[src/rtl/chacha_pkg.sv]
// rtl/chacha_pkg.sv - shared ChaCha round-controller state encoding and step constants
//
// Provides:
//   state_t         round controller FSM encoding (IDLE, CALC, SHIFT, ADD, FIN)
//   CALC_LAST_STEP  last quarter-round step index in a half-round
//   SHIFT_LAST_IDX  last cycle index of the six-cycle row-rotate phase
//   HALF_W          width of the half-round counter (covers ROUNDS up to 30)
//   shift_step()    row select for a given row-rotate cycle and half-round parity
package chacha_pkg;

    typedef enum logic [2:0] {
        ST_IDLE  = 3'd0,
        ST_CALC  = 3'd1,
        ST_SHIFT = 3'd2,
        ST_ADD   = 3'd3,
        ST_FIN   = 3'd4
    } state_t;

    localparam int          STEP_W         = 2;
    localparam logic [1:0]  CALC_LAST_STEP = 2'd3;
    localparam int          SHIFT_CYCLES   = 6;
    localparam logic [2:0]  SHIFT_LAST_IDX = 3'(SHIFT_CYCLES - 1);
    localparam int          HALF_W         = 5;

    // The datapath rotates one row by one word per cycle. After a column
    // half-round rows 1,2,3 are rotated 1,2,3 times to line up the diagonals;
    // after a diagonal half-round they are rotated 3,2,1 times, which completes
    // a full four-word turn and restores column alignment.
    function automatic logic [1:0] shift_step(input logic [2:0] idx, input logic diag);
        logic [1:0] row;
        if (!diag) begin
            if (idx == 3'd0)     row = 2'd1;
            else if (idx < 3'd3) row = 2'd2;
            else                 row = 2'd3;
        end else begin
            if (idx < 3'd3)      row = 2'd1;
            else if (idx < 3'd5) row = 2'd2;
            else                 row = 2'd3;
        end
        return row;
    endfunction

endpackage

[src/rtl/round_ctrl.sv]
// rtl/round_ctrl.sv - ChaCha block round sequencer driving a word-serial datapath
//
// Parameters:
//   ROUNDS     number of ChaCha rounds (half-rounds executed), even, 2..30
// Optional feature:
//   ROUND_CTRL_ABORT_EN  adds input abort; abort while busy abandons the block
//                        and resets the datapath, abort in IDLE acts as clear
// Ports:
//   clk, rst_n          clock, synchronous active-low reset
//   start               single-cycle block request (IDLE only)
//   clear               datapath reinitialise request (IDLE only)
//   host_we, host_addr  host byte write strobe and address
//   dp_rst_n            datapath synchronous reset (low during reset/clear/abort)
//   write               datapath write strobe (host write passed through in IDLE)
//   calc                quarter-round step enable
//   shift               row-rotate enable
//   add_back            feed-forward enable
//   step                quarter-round step / row select
//   addr_out            datapath byte address (host_addr passthrough)
//   busy                computation in progress
//   done                one-cycle completion pulse
module round_ctrl
    import chacha_pkg::*;
#(
    parameter int ROUNDS = 20
) (
    input  logic              clk,
    input  logic              rst_n,
`ifdef ROUND_CTRL_ABORT_EN
    input  logic              abort,
`endif
    input  logic              start,
    input  logic              clear,
    input  logic              host_we,
    input  logic [5:0]        host_addr,
    output logic              dp_rst_n,
    output logic              write,
    output logic              calc,
    output logic              shift,
    output logic              add_back,
    output logic [STEP_W-1:0] step,
    output logic [5:0]        addr_out,
    output logic              busy,
    output logic              done
);

    localparam logic [HALF_W-1:0] LAST_HALF = HALF_W'(ROUNDS);

    state_t              state_q, state_d;
    logic [STEP_W-1:0]   calc_q, calc_d;
    logic [2:0]          sidx_q, sidx_d;
    logic [HALF_W-1:0]   half_q, half_d;
    logic [HALF_W-1:0]   half_next;
    logic                abort_req;

`ifdef ROUND_CTRL_ABORT_EN
    assign abort_req = abort;
`else
    assign abort_req = 1'b0;
`endif

    assign half_next = half_q + 1'b1;
    assign addr_out  = host_addr;

    always_ff @(posedge clk) begin
        if (!rst_n) begin
            state_q <= ST_IDLE;
            calc_q  <= '0;
            sidx_q  <= '0;
            half_q  <= '0;
        end else begin
            state_q <= state_d;
            calc_q  <= calc_d;
            sidx_q  <= sidx_d;
            half_q  <= half_d;
        end
    end

    always_comb begin
        state_d  = state_q;
        calc_d   = calc_q;
        sidx_d   = sidx_q;
        half_d   = half_q;
        dp_rst_n = 1'b1;
        write    = 1'b0;
        calc     = 1'b0;
        shift    = 1'b0;
        add_back = 1'b0;
        step     = '0;
        busy     = 1'b0;
        done     = 1'b0;

        case (state_q)
            ST_IDLE: begin
                // start beats clear/abort, which beat a host write
                if (start) begin
                    state_d = ST_CALC;
                    calc_d  = '0;
                    sidx_d  = '0;
                    half_d  = '0;
                end else if (clear || abort_req) begin
                    dp_rst_n = 1'b0;
                end else begin
                    write = host_we;
                end
            end

            ST_CALC: begin
                busy = 1'b1;
                calc = 1'b1;
                step = calc_q;
                if (calc_q == CALC_LAST_STEP) begin
                    state_d = ST_SHIFT;
                    calc_d  = '0;
                    sidx_d  = '0;
                end else begin
                    calc_d = calc_q + 1'b1;
                end
            end

            ST_SHIFT: begin
                busy  = 1'b1;
                shift = 1'b1;
                // half-round parity: even = column round, odd = diagonal round
                step  = shift_step(sidx_q, half_q[0]);
                if (sidx_q == SHIFT_LAST_IDX) begin
                    sidx_d = '0;
                    half_d = half_next;
                    state_d = (half_next == LAST_HALF) ? ST_ADD : ST_CALC;
                end else begin
                    sidx_d = sidx_q + 1'b1;
                end
            end

            ST_ADD: begin
                busy     = 1'b1;
                add_back = 1'b1;
                state_d  = ST_FIN;
            end

            ST_FIN: begin
                done    = 1'b1;
                state_d = ST_IDLE;
            end

            default: begin
                state_d = ST_IDLE;
            end
        endcase

        // Abandon an in-flight block: the datapath state is now meaningless,
        // so reset it alongside the return to IDLE.
        if (abort_req && busy) begin
            state_d  = ST_IDLE;
            calc_d   = '0;
            sidx_d   = '0;
            half_d   = '0;
            dp_rst_n = 1'b0;
        end

        if (!rst_n) begin
            dp_rst_n = 1'b0;
            write    = 1'b0;
            calc     = 1'b0;
            shift    = 1'b0;
            add_back = 1'b0;
            step     = '0;
            busy     = 1'b0;
            done     = 1'b0;
        end
    end

endmodule

[config.mk]
export PLATFORM = sky130hd
export DESIGN_NAME = round_ctrl
export DESIGN_NICKNAME = d
export VERILOG_FILES = /design/src/rtl/chacha_pkg.sv /design/src/rtl/round_ctrl.sv
export SDC_FILE = /design/constraint.sdc
export NUM_CORES = 1
export LEC_CHECK = 0
export CAP_MARGIN = 20
export CORE_MARGIN = 4
export CORE_UTILIZATION = 35
export DETAILED_ROUTE_END_ITERATION = 16
export GPL_ROUTABILITY_DRIVEN = 0
export GPL_TIMING_DRIVEN = 1
export MAX_ROUTING_LAYER = met4
export PLACE_DENSITY_LB_ADDON = 0.1
export SKIP_LAST_GASP = 1
export SLEW_MARGIN = 5
export SYNTH_ARGS = -nofsm -noshare
export SYNTH_HDL_FRONTEND = slang
export SYNTH_SLANG_ARGS = --single-unit
[constraint.sdc]
create_clock -name clk -period 1.9 [get_ports clk]
set_input_delay 0.57 -clock clk [delete_from_list [all_inputs] [get_ports clk]]
set_output_delay 0.57 -clock clk [all_outputs]
set_load 0.01 [all_outputs]
==> results.toml, run 1 <==
[outcome]
status = "did not finish"
stop_stage = "detailed routing (5_2_route)"
error = "[ERROR DRT-0255] Maze Route cannot find path of net host_addr[0] in worker of routeBox ( 48300 0 ) ( 59500 48300 )."

[placement]
placed_cell_area_um2 = 1140
port_buffers = 13
dp_cells = 162
dpl.hpwl_mm = 1.68

[cts]
root_buffer = "clkbuf_4"
htree_num_levels = 1
numClockSinks = 13
clock_path_buffers = 2
postCtsHoldBufs = 0
cts_inserted_buffers = 3

[sta]
worst_endpoint_kind = "output port"
crit_endpoint = "step[0]"

[logic_synthesis]
synth-warning-count = 0
synth_area_leader_cell = "dfxtp_1"
ys_seq_elements = 13
synth_top_area_share_pct = 28.0
synth_nets = 127
postSynthCellCount = 113
synth_cell_types = 40
netlist_area_um2 = 928
synth_ff_type = "dfxtp_1"
async_flop_share_pct = 0
synth_edf_count = 0
avgSynthCellArea_um2 = 8.22
seq_area_frac_synth_pct = 28.0
synth_area_leaders = "dfxtp_1 (28%), buf_4 (6.5%), ha_1 (4.0%)"

[grt]
antenna_found_initial = 0
gr-usage-all-layers_pct = 15.3
grt_pass1_vias = 896
grt_pass1_wl_mm = 3.98
grt_max_degree = 10
grt-ovfl-total = 0

[floorplanning]
die_y_um = 59.5
ios = 26
start_util_pct = 37.1
fp.dieW_um = 59.5
rows = 18
[Yosys cell counts (2+ instances only)]
cell type and instances:
nor3b_1 2, nor2b_1 3, o21a_1 2, buf_6 3, o21ai_1 5, nand3_1 5
a21oi_1 6, o21ai_0 4, nor3_1 3, ha_1 3, a31oi_1 2, nor2_1 10
dfxtp_1 13, buf_4 8, nand2b_1 5, a32oi_1 2, a211oi_1 2, inv_1 5
nand2_1 7, buf_2 3
[logic make-up after synthesis]
family	share of synthesized area (%)
xor+xnor	1.89
compound gates	24.0
simple gates	27.2
fa+ha+maj	5.12
buf+inv	13.7
flops	28.0
[repair_timing]
item	4_1_cts	5_1_grt
setup buffers	9	1
hold endpoints to repair	0	0
endpoints found under the setup margin	9	8
gates resized for setup	58	8
pin swaps	8	6
[layer usage]
layer	GRT usage [%]
met3	3.70
met4	6.01
met2	24.8
met1	18.2
met5	-
[stage by stage]
step	worst slack, ns	utilization [%]
5_1_grt	-0.0964	50.2
4_1_cts	-0.0399	49.3
3_5_place_dp	-0.837	45.5
3_3_place_gp	-0.820	45.5
2_1_floorplan	-0.0195	-
==> run 2: changes to the inputs <==
- CORE_UTILIZATION: 35 -> 20
- MAX_ROUTING_LAYER: met4 -> unset
- PLACE_DENSITY_LB_ADDON: 0.1 -> 0.15
==> run 2 against run 1 <==
Compared with the run above: the flow now finishes without violations; global-route usage shrank 7.0 points; area after synthesis is the same; synthesized cell count is the same.
==> results.toml, run 2 <==
[outcome]
status = "completed"

[logic_synthesis]
avgSynthCellArea_um2 = 8.22
synth_cell_types = 40
synth.most_common_cell = "dfxtp_1"
synth_top_area_share_pct = 28.0
async_flop_share_pct = 0
synth_area_leader_cell = "dfxtp_1"
synth_ff_type = "dfxtp_1"
postSynthCellCount = 113
ys_seq_elements = 13
synth_area_leaders = "dfxtp_1 (28%), buf_4 (6.5%), ha_1 (4.0%)"
synth_edf_count = 0
synth-warning-count = 0
netlist_area_um2 = 928
synth_nets = 127
synth_common_cells = "dfxtp_1 (13), nor2_1 (10), buf_4 (8)"
seq_area_frac_synth_pct = 28.0

[setup_path]
crit_path_max_fanout = 2
arrival_ns = 1.28
crit_cells = 3
endpoint_kind = "output pin"
max_stage_delay_ns = 0.28
cp_top_family = "buffers and inverters"
worstPathCellList = "dlygate4sd2_1, nor4bb_4, buf_2"
critPathBufInv = 2
critPathLaunchType = "input port"
crit_slowest_cell = "nor4bb_4"
path_class = "input port to output pin"
required_ns = 1.33
reg2reg_depth = 7

[layout]
regMostFlops = "half_q"
largest_reg_flops = 5
design_area_um2 = 1260
final_common_cell = "buf_4"
antenna_cells = 0
reg_top3 = "half_q (5), sidx_q (3), state_q (3)"
area_growth_pct = 35.7
nets = 153
most-common-layout-cells = "buf_4 (19), nor2_1 (9), dfxtp_1 (8)"
drive_gt1_share_pct = 35.5

[floorplanning]
die_y_um = 76.1
fp.dieW_um = 76.1
die_area_um2 = 5800
rows = 24
ios = 26
core_um2 = 4410
start_util_pct = 21.0

[sta]
holdWs_ns = 0.475
tightestPinTransition_ns = 0.355
fin_tns_setup_ns = 0
period_share_pct = 97.6
skew_ns = 0.000854
final-hold-violation-count = 0
setup_violations = 0
slew_headroom_pct = 76.3
fmax_mhz = 539
rsz0062_at_grt = "yes"
post-route-min-period_ns = 1.85
slew_violations = 0

[cts]
cts_inserted_buffers = 3
numClockSinks = 13
clock_latency_ns = 0.24
cts_tree = "done"
clock_path_buffers = 2
clk_pin_slew_ns = 0.06
root_buffer = "clkbuf_8"
postCtsHoldBufs = 0
htree_num_levels = 1

[worst_hold_path]
min_path_type = "register to register"
whs_path_depth = 1

[detailed_routing]
wirelength_mm = 2.39
avgViaCountPerCell = 4.58
ant_nets = 0
num_vias = 870
wire_per_inst_um = 12.6
first_iter_violations = 34
drc = 0
first_pass_iters = 4

[flow_run]
cap_violations = 0

[placement]
dpl.hpwl_mm = 1.84
placed_cell_area_um2 = 1140
port_buffers = 13

[power_and_ir_drop]
leakage_nw = 0.525
vdd_drop_max_mv = 0.164
powerDensity_nw_per_um2 = 493

[grt]
grt_max_degree = 12
antenna_found_initial = 0
grt-ovfl-total = 0
grt_pass1_wl_mm = 4.05
grt_pass1_vias = 878
gr-usage-all-layers_pct = 8.35
==> run 2: worst paths after layout <==
check,from,endpoint,slack [ns]
max,clear,write,0.05
min reg2reg,half_q[4],half_q[4],0.48
max reg2reg,half_q[0],state_q[1],0.36
min,half_q[4],half_q[4],0.48
==> run 2: final cells by class <==
cell class	count	area [µm²]
clock buffers	4	45.0
fillers	487	3150
inverters	5	18.8
multi-input cells	81	588
flip-flops and latches	13	267
well taps	52	65.1
repair buffers	35	277
==> run 2: cells by family after synthesis <==
family                     after synthesis  synth area share (%)
xor gates and xnor gates                 2                  1.89
and+or+nand+nor                         43                  27.2
DFF                                     13                  28.0
adders and majority gates                4                  5.12
buffers and inverters                   19                  13.7
AOI/OAI and AO/OA                       32                  24.0
==> run 2: worst reg2reg max path, stage by stage, from the launching register on <==
cell	delay, ns
dfxtp_2	0.33
buf_6	0.10
buf_4	0.14
ha_1	0.21
nand2b_1	0.09
o311ai_1	0.28
a21oi_1	0.08
a211oi_1	0.21
==> run 2: routing by layer <==
metal  vias to the layer above  part of all wire, %  global-route usage, %
li1                        447                    -                      -
met1                       407                   50                   11.1
met2                        14                   45                   12.8
met3                         2                  3.7                   1.54
met4                         0                  1.4                   4.37
met5                         -                    0                      0
==> run 2: repair_timing <==
| item | in CTS | in global routing |
|---|---|---|
| pin swaps | 3 | 8 |
| setup endpoints to repair | 9 | 6 |
| buffers inserted | 5 | 0 |
| gates resized for setup | 41 | 12 |
==> run 2: through the flow <==
step           power [mW]  std cells  util, %  worst slack (ns)
2_1_floorplan       0.338        113        -           -0.0195
3_3_place_gp        0.368        181     25.9            -0.858
3_5_place_dp        0.368        181     25.9            -0.883
4_1_cts             0.628        190     27.8           -0.0371
5_1_grt             0.651        190     28.5           -0.0464
6_report            0.621        190     28.5            0.0452
==> run 2: report_power, final <==
part | switching [mW] | internal (mW) | leakage [nW] | total, mW
Clock | 0.105 | 0.148 | 0.0228 | 0.253
Sequential | 0.00532 | 0.277 | 0.107 | 0.282
Combinational | 0.0400 | 0.0457 | 0.394 | 0.0858
Power figures use the tool's default switching activity.
==> run 3: changes to the inputs <==
- CORE_AREA: unset -> 4 4 65 67
- CORE_MARGIN: 4 -> unset
- CORE_UTILIZATION: 20 -> unset
- DIE_AREA: unset -> 0 0 69 71
- GPL_TIMING_DRIVEN: 1 -> unset
==> run 3 against run 2 <==
Compared with the run above: final cell count up 2.6%; critical path depth up 1; flip-flop and latch count unchanged; design area up 7.0%; fmax down 0.44%; hold slack better by 0.0022 ns; largest power group unchanged; combinational power up 22%; setup slack worse by 0.0081 ns; non-clock buffer count up 9; global-route usage up 2.6 points; sequential power about the same.
==> results.toml, run 3 (same netlist as run 2, synthesis figures left out) <==
[detailed_routing]
first_iter_violations = 30
num_vias = 931
ant_nets = 0
wirelength_mm = 2.54
avgViaCountPerCell = 4.77
first_pass_iters = 4
wire_per_inst_um = 13.0
drc = 0

[floorplanning]
rows = 22
fp.dieW_um = 69
die_area_um2 = 4900
core_um2 = 3630
start_util_pct = 25.6
ios = 26
die_y_um = 71

[layout]
reg_top3 = "half_q (5), sidx_q (3), state_q (3)"
multi_input_area_um2 = 617
area_growth_pct = 45.1
fillers = 421
drive_gt1_share_pct = 46.3
nets = 162
regMostFlops = "half_q"
most-common-layout-cells = "buf_4 (27), nor2_1 (8), dfxtp_1 (8)"
antenna_cells = 0
largest_reg_flops = 5
final_common_cell = "buf_4"
regArea_um2 = 272
design_area_um2 = 1350

[flow_run]
cap_violations = 0

[sta]
slew_violations = 0
rsz0062_at_grt = "yes"
slew_headroom_pct = 72.9
post-route-min-period_ns = 1.86
setup_violations = 0
period_share_pct = 98.0
skew_ns = 0.00820
fin_ws_ns = 0.0371
tightestPinTransition_ns = 0.407
fmax_mhz = 537
final-hold-violation-count = 0
fin_tns_setup_ns = 0

[setup_path]
worstPathCellList = "nand2b_4, buf_6, nor4bb_4, buf_2"
crit_slowest_cell = "dfxtp_2"
endpoint_kind = "output pin"
arrival_ns = 1.29
critPathBufInv = 2
path_class = "register to output pin"
max_stage_delay_ns = 0.33
required_ns = 1.33
cp_top_family = "simple AND/OR/NAND/NOR gates"
critPathLaunchType = "register"
crit_path_max_fanout = 4

[placement]
dpl.hpwl_mm = 1.86
placed_cell_area_um2 = 1160
pre_cts_ws_ns = -0.874
port_buffers = 13

[power_and_ir_drop]
pwr-share-clk_pct = 40.2
comb_power_share_pct = 16.2
netSwitchingPower_mw = 0.164
leakage_nw = 0.569
vdd_drop_max_mv = 0.311
switching_share_pct = 25.4
powerDensity_nw_per_um2 = 480
internal-power_mw = 0.483
seq_power_share_pct = 43.5

[grt]
grt_pass1_wl_mm = 4.34
antenna_found_initial = 0
grt_max_degree = 10
grt_pass1_vias = 925
gr-usage-all-layers_pct = 11.0
grt-ovfl-total = 0

[cts]
clk_pin_slew_ns = 0.06
numClockSinks = 13
postCtsHoldBufs = 0
htree_num_levels = 1
root_buffer = "clkbuf_8"
clock_path_buffers = 2
clock_latency_ns = 0.25
cts_inserted_buffers = 3
cts_tree = "done"

[worst_hold_path]
min_path_type = "register to register"

[outcome]
status = "completed"
## run 3: stage by stage
stage / std cells / util (%) / total power, mW / hold slack (ns)
6_report: 195 / 37.1 / 0.647 / 0.478
5_1_grt: 195 / 37.1 / 0.679 / 0.511
4_1_cts: 197 / 36.8 / 0.647 / 0.474
3_5_place_dp: 180 / 31.9 / 0.374 / 0.463
3_3_place_gp: 180 / 31.9 / 0.373 / 0.463
2_1_floorplan: 113 / - / 0.338 / 0.437
## run 3: worst register-to-register path, cell delays in order (launching register included)
cell      delay, ns
dfxtp_4        0.35
buf_4          0.13
buf_4          0.15
nor3b_4        0.39
a211oi_2       0.18
o21ai_1        0.19
o41ai_2        0.09
## run 3: area by class of cell
cell class | count | area share (%)
flip-flops and latches | 13 | 20.1
well taps | 48 | 4.46
repair buffers | 44 | 24.9
inverters | 5 | 1.39
multi-input cells | 81 | 45.8
clock buffers | 4 | 3.34
## run 3: path summary, 6_finish.rpt
kind	endpoint	slack (ns)	from	cells after the start
worst max-delay path	write	0.04	state_q[2]	4
worst min register to register	half_q[4]	0.48	half_q[4]	1
worst min-delay path	half_q[4]	0.48	half_q[4]	1
worst max register to register	half_q[3]	0.31	state_q[1]	6
## run 3: metal layers
metal	up-vias	track usage, %	wire length (µm)
li1	469	-	-
met1	437	13.4	1230
met2	19	17.7	1150
met3	6	2.70	97
met4	0	6.07	55
met5	-	0	0
## run 3: power by group through the flow
| stage | logic [mW] | registers, mW | clock network (mW) |
|---|---|---|---|
| floorplan | 0.0515 | 0.287 | 0 |
| global placement | 0.0854 | 0.288 | 0 |
| detailed placement | 0.0864 | 0.288 | 0 |
| CTS | 0.101 | 0.282 | 0.264 |
| global route | 0.114 | 0.283 | 0.282 |
| finish | 0.105 | 0.282 | 0.260 |
## run 3: timing repair
action	CTS	global route
setup endpoints to repair	9	5
resized for setup	61	13
endpoints found under the hold margin	0	0
pin swaps	4	6
setup buffers	14	0
==> run 4: changes to the inputs <==
- RECOVER_POWER: unset -> 100
==> run 4 against run 3 <==
Compared with the run above: sequential power about the same; combinational power about the same; die area unchanged; non-clock buffer count unchanged; global-route usage unchanged; critical path depth unchanged; sequential share of layout area up 0.15 points; highest routed layer unchanged.
==> results.toml, run 4 (same netlist as run 2, synthesis figures left out) <==
[cts]
clk_pin_slew_ns = 0.06
root_buffer = "clkbuf_8"
numClockSinks = 13
cts_inserted_buffers = 3
htree_num_levels = 1
postCtsHoldBufs = 0
cts_tree = "done"
clock_path_buffers = 2
clock_latency_ns = 0.25

[layout]
most-common-layout-cells = "buf_4 (24), nor2_1 (8), dfxtp_1 (8)"
final_common_cell = "buf_4"
antenna_cells = 0
drive_gt1_share_pct = 44.9
area_growth_pct = 44.1
regMostFlops = "half_q"
nets = 162
largest_reg_flops = 5
fin_cells = 195
reg_top3 = "half_q (5), sidx_q (3), state_q (3)"

[setup_path]
endpoint_kind = "output pin"
max_stage_delay_ns = 0.33
path_class = "register to output pin"
r2r_slack_ns = 0.09
arrival_ns = 1.29
crit_path_max_fanout = 4
r2r_end = "half_q[3]"
r2r_start = "state_q[1]"
reg2reg_depth = 6
critPathLaunchType = "register"
worstPathCellList = "nand2b_4, buf_6, nor4bb_4, buf_2"
crit_slowest_cell = "dfxtp_2"
required_ns = 1.33

[grt]
grt_pass1_wl_mm = 4.34
gr-usage-all-layers_pct = 11.0
grt_pass1_vias = 925
grt-ovfl-total = 0
grt_max_degree = 10
antenna_found_initial = 0

[floorplanning]
die_area_um2 = 4900
ios = 26
core_um2 = 3630
start_util_pct = 25.6
rows = 22
die_y_um = 71
fp.dieW_um = 69

[worst_hold_path]
min_to = "half_q[4]"
whs_path_depth = 1
min_path_type = "register to register"
min_from = "half_q[4]"

[sta]
fmax_mhz = 537
period_share_pct = 98.0
post-route-min-period_ns = 1.86
slew_headroom_pct = 72.8
tightestPinTransition_ns = 0.407
rsz0062_at_grt = "yes"
skew_ns = 0.00819
final-hold-violation-count = 0
slew_violations = 0
setup_violations = 0

[power_and_ir_drop]
switching_share_pct = 25.4
total_power_mw = 0.647
leakage_nw = 0.559
powerDensity_nw_per_um2 = 484
internal-power_mw = 0.483
seq_power_share_pct = 43.6
netSwitchingPower_mw = 0.164
comb_power_share_pct = 16.2
vdd_drop_max_mv = 0.311
pwr-share-clk_pct = 40.2

[detailed_routing]
first_iter_violations = 30
met2_length_mm = 1.15
wl_met3_um = 95
highest_layer = "met4"
wirelength_mm = 2.53
wire_per_inst_um = 13.0
drc = 0
num_vias = 930
first_pass_iters = 4
avgViaCountPerCell = 4.77
ant_nets = 0
met1_length_mm = 1.23

[placement]
dpl.hpwl_mm = 1.86
port_buffers = 13
dp_cells = 180

[flow_run]
cap_violations = 0

[outcome]
status = "completed"
run 4: cell types whose count changed in the layout (fill, tap and decap cells not counted), sizes merged:
cell / delta
buf: -3
clkbuf: +3
run 4: metal layers:
metal	vias to the layer above	GRT usage, %
met5	-	0
met4	0	6.07
met3	6	2.70
met2	20	17.7
met1	434	13.4
li1	470	-
run 4: timing repair:
item                                    CTS  global route
endpoints found under the setup margin    9             5
cloned                                    0             0
buffers inserted                         14             0
resized for setup                        61            13
pin swaps                                 4             6
run 4: per-stage QoR:
stage	area [µm²]	utilization, %	hold slack (ns)	TNS, ns	setup WS [ns]
finish	1340	36.8	0.478	0	0.0371
global route	1340	36.8	0.511	-0.0958	-0.0401
detailed placement	1160	31.9	0.463	-7.31	-0.874
floorplan	928	-	0.437	-0.0321	-0.0195
CTS	1340	36.8	0.474	0	0.00183
global placement	1160	31.9	0.463	-7.29	-0.836
run 4: power groups by stage:
stage	logic (mW)	registers (mW)	clock network (mW)
2_1_floorplan	0.0515	0.287	0
3_3_place_gp	0.0854	0.288	0
3_5_place_dp	0.0864	0.288	0
4_1_cts	0.101	0.282	0.264
5_1_grt	0.114	0.283	0.282
6_report	0.105	0.282	0.260
run 4: worst max-delay path, delay by kind of cell (launching register included):
kind | cells | cell delay (ns)
AND/OR/NAND/NOR | 2 | 0.42
buffers and inverters | 2 | 0.29
flip-flops | 1 | 0.33
run 4: worst max path at each step:
| stage | from | end | slack, ns | cells after the start |
|---|---|---|---|---|
| after floorplan | rst_n | step[0] | -0.02 | 5 |
| after global placement | rst_n | step[0] | -0.84 | 6 |
| after detailed placement | rst_n | step[0] | -0.87 | 6 |
| after CTS | half_q[0] | step[0] | 0.002 | 6 |
| after global routing | state_q[2] | write | -0.04 | 4 |
| final | state_q[2] | write | 0.04 | 4 |
run 4: cell type report:
| type | count | area, µm² |
|---|---|---|
| clock buffer | 4 | 45.0 |
| inverter | 5 | 18.8 |
| tap | 48 | 60.1 |
| fill | 422 | 2300 |
| sequential | 13 | 272 |
| multi-input combinational | 81 | 617 |
| timing repair buffer | 44 | 325 |
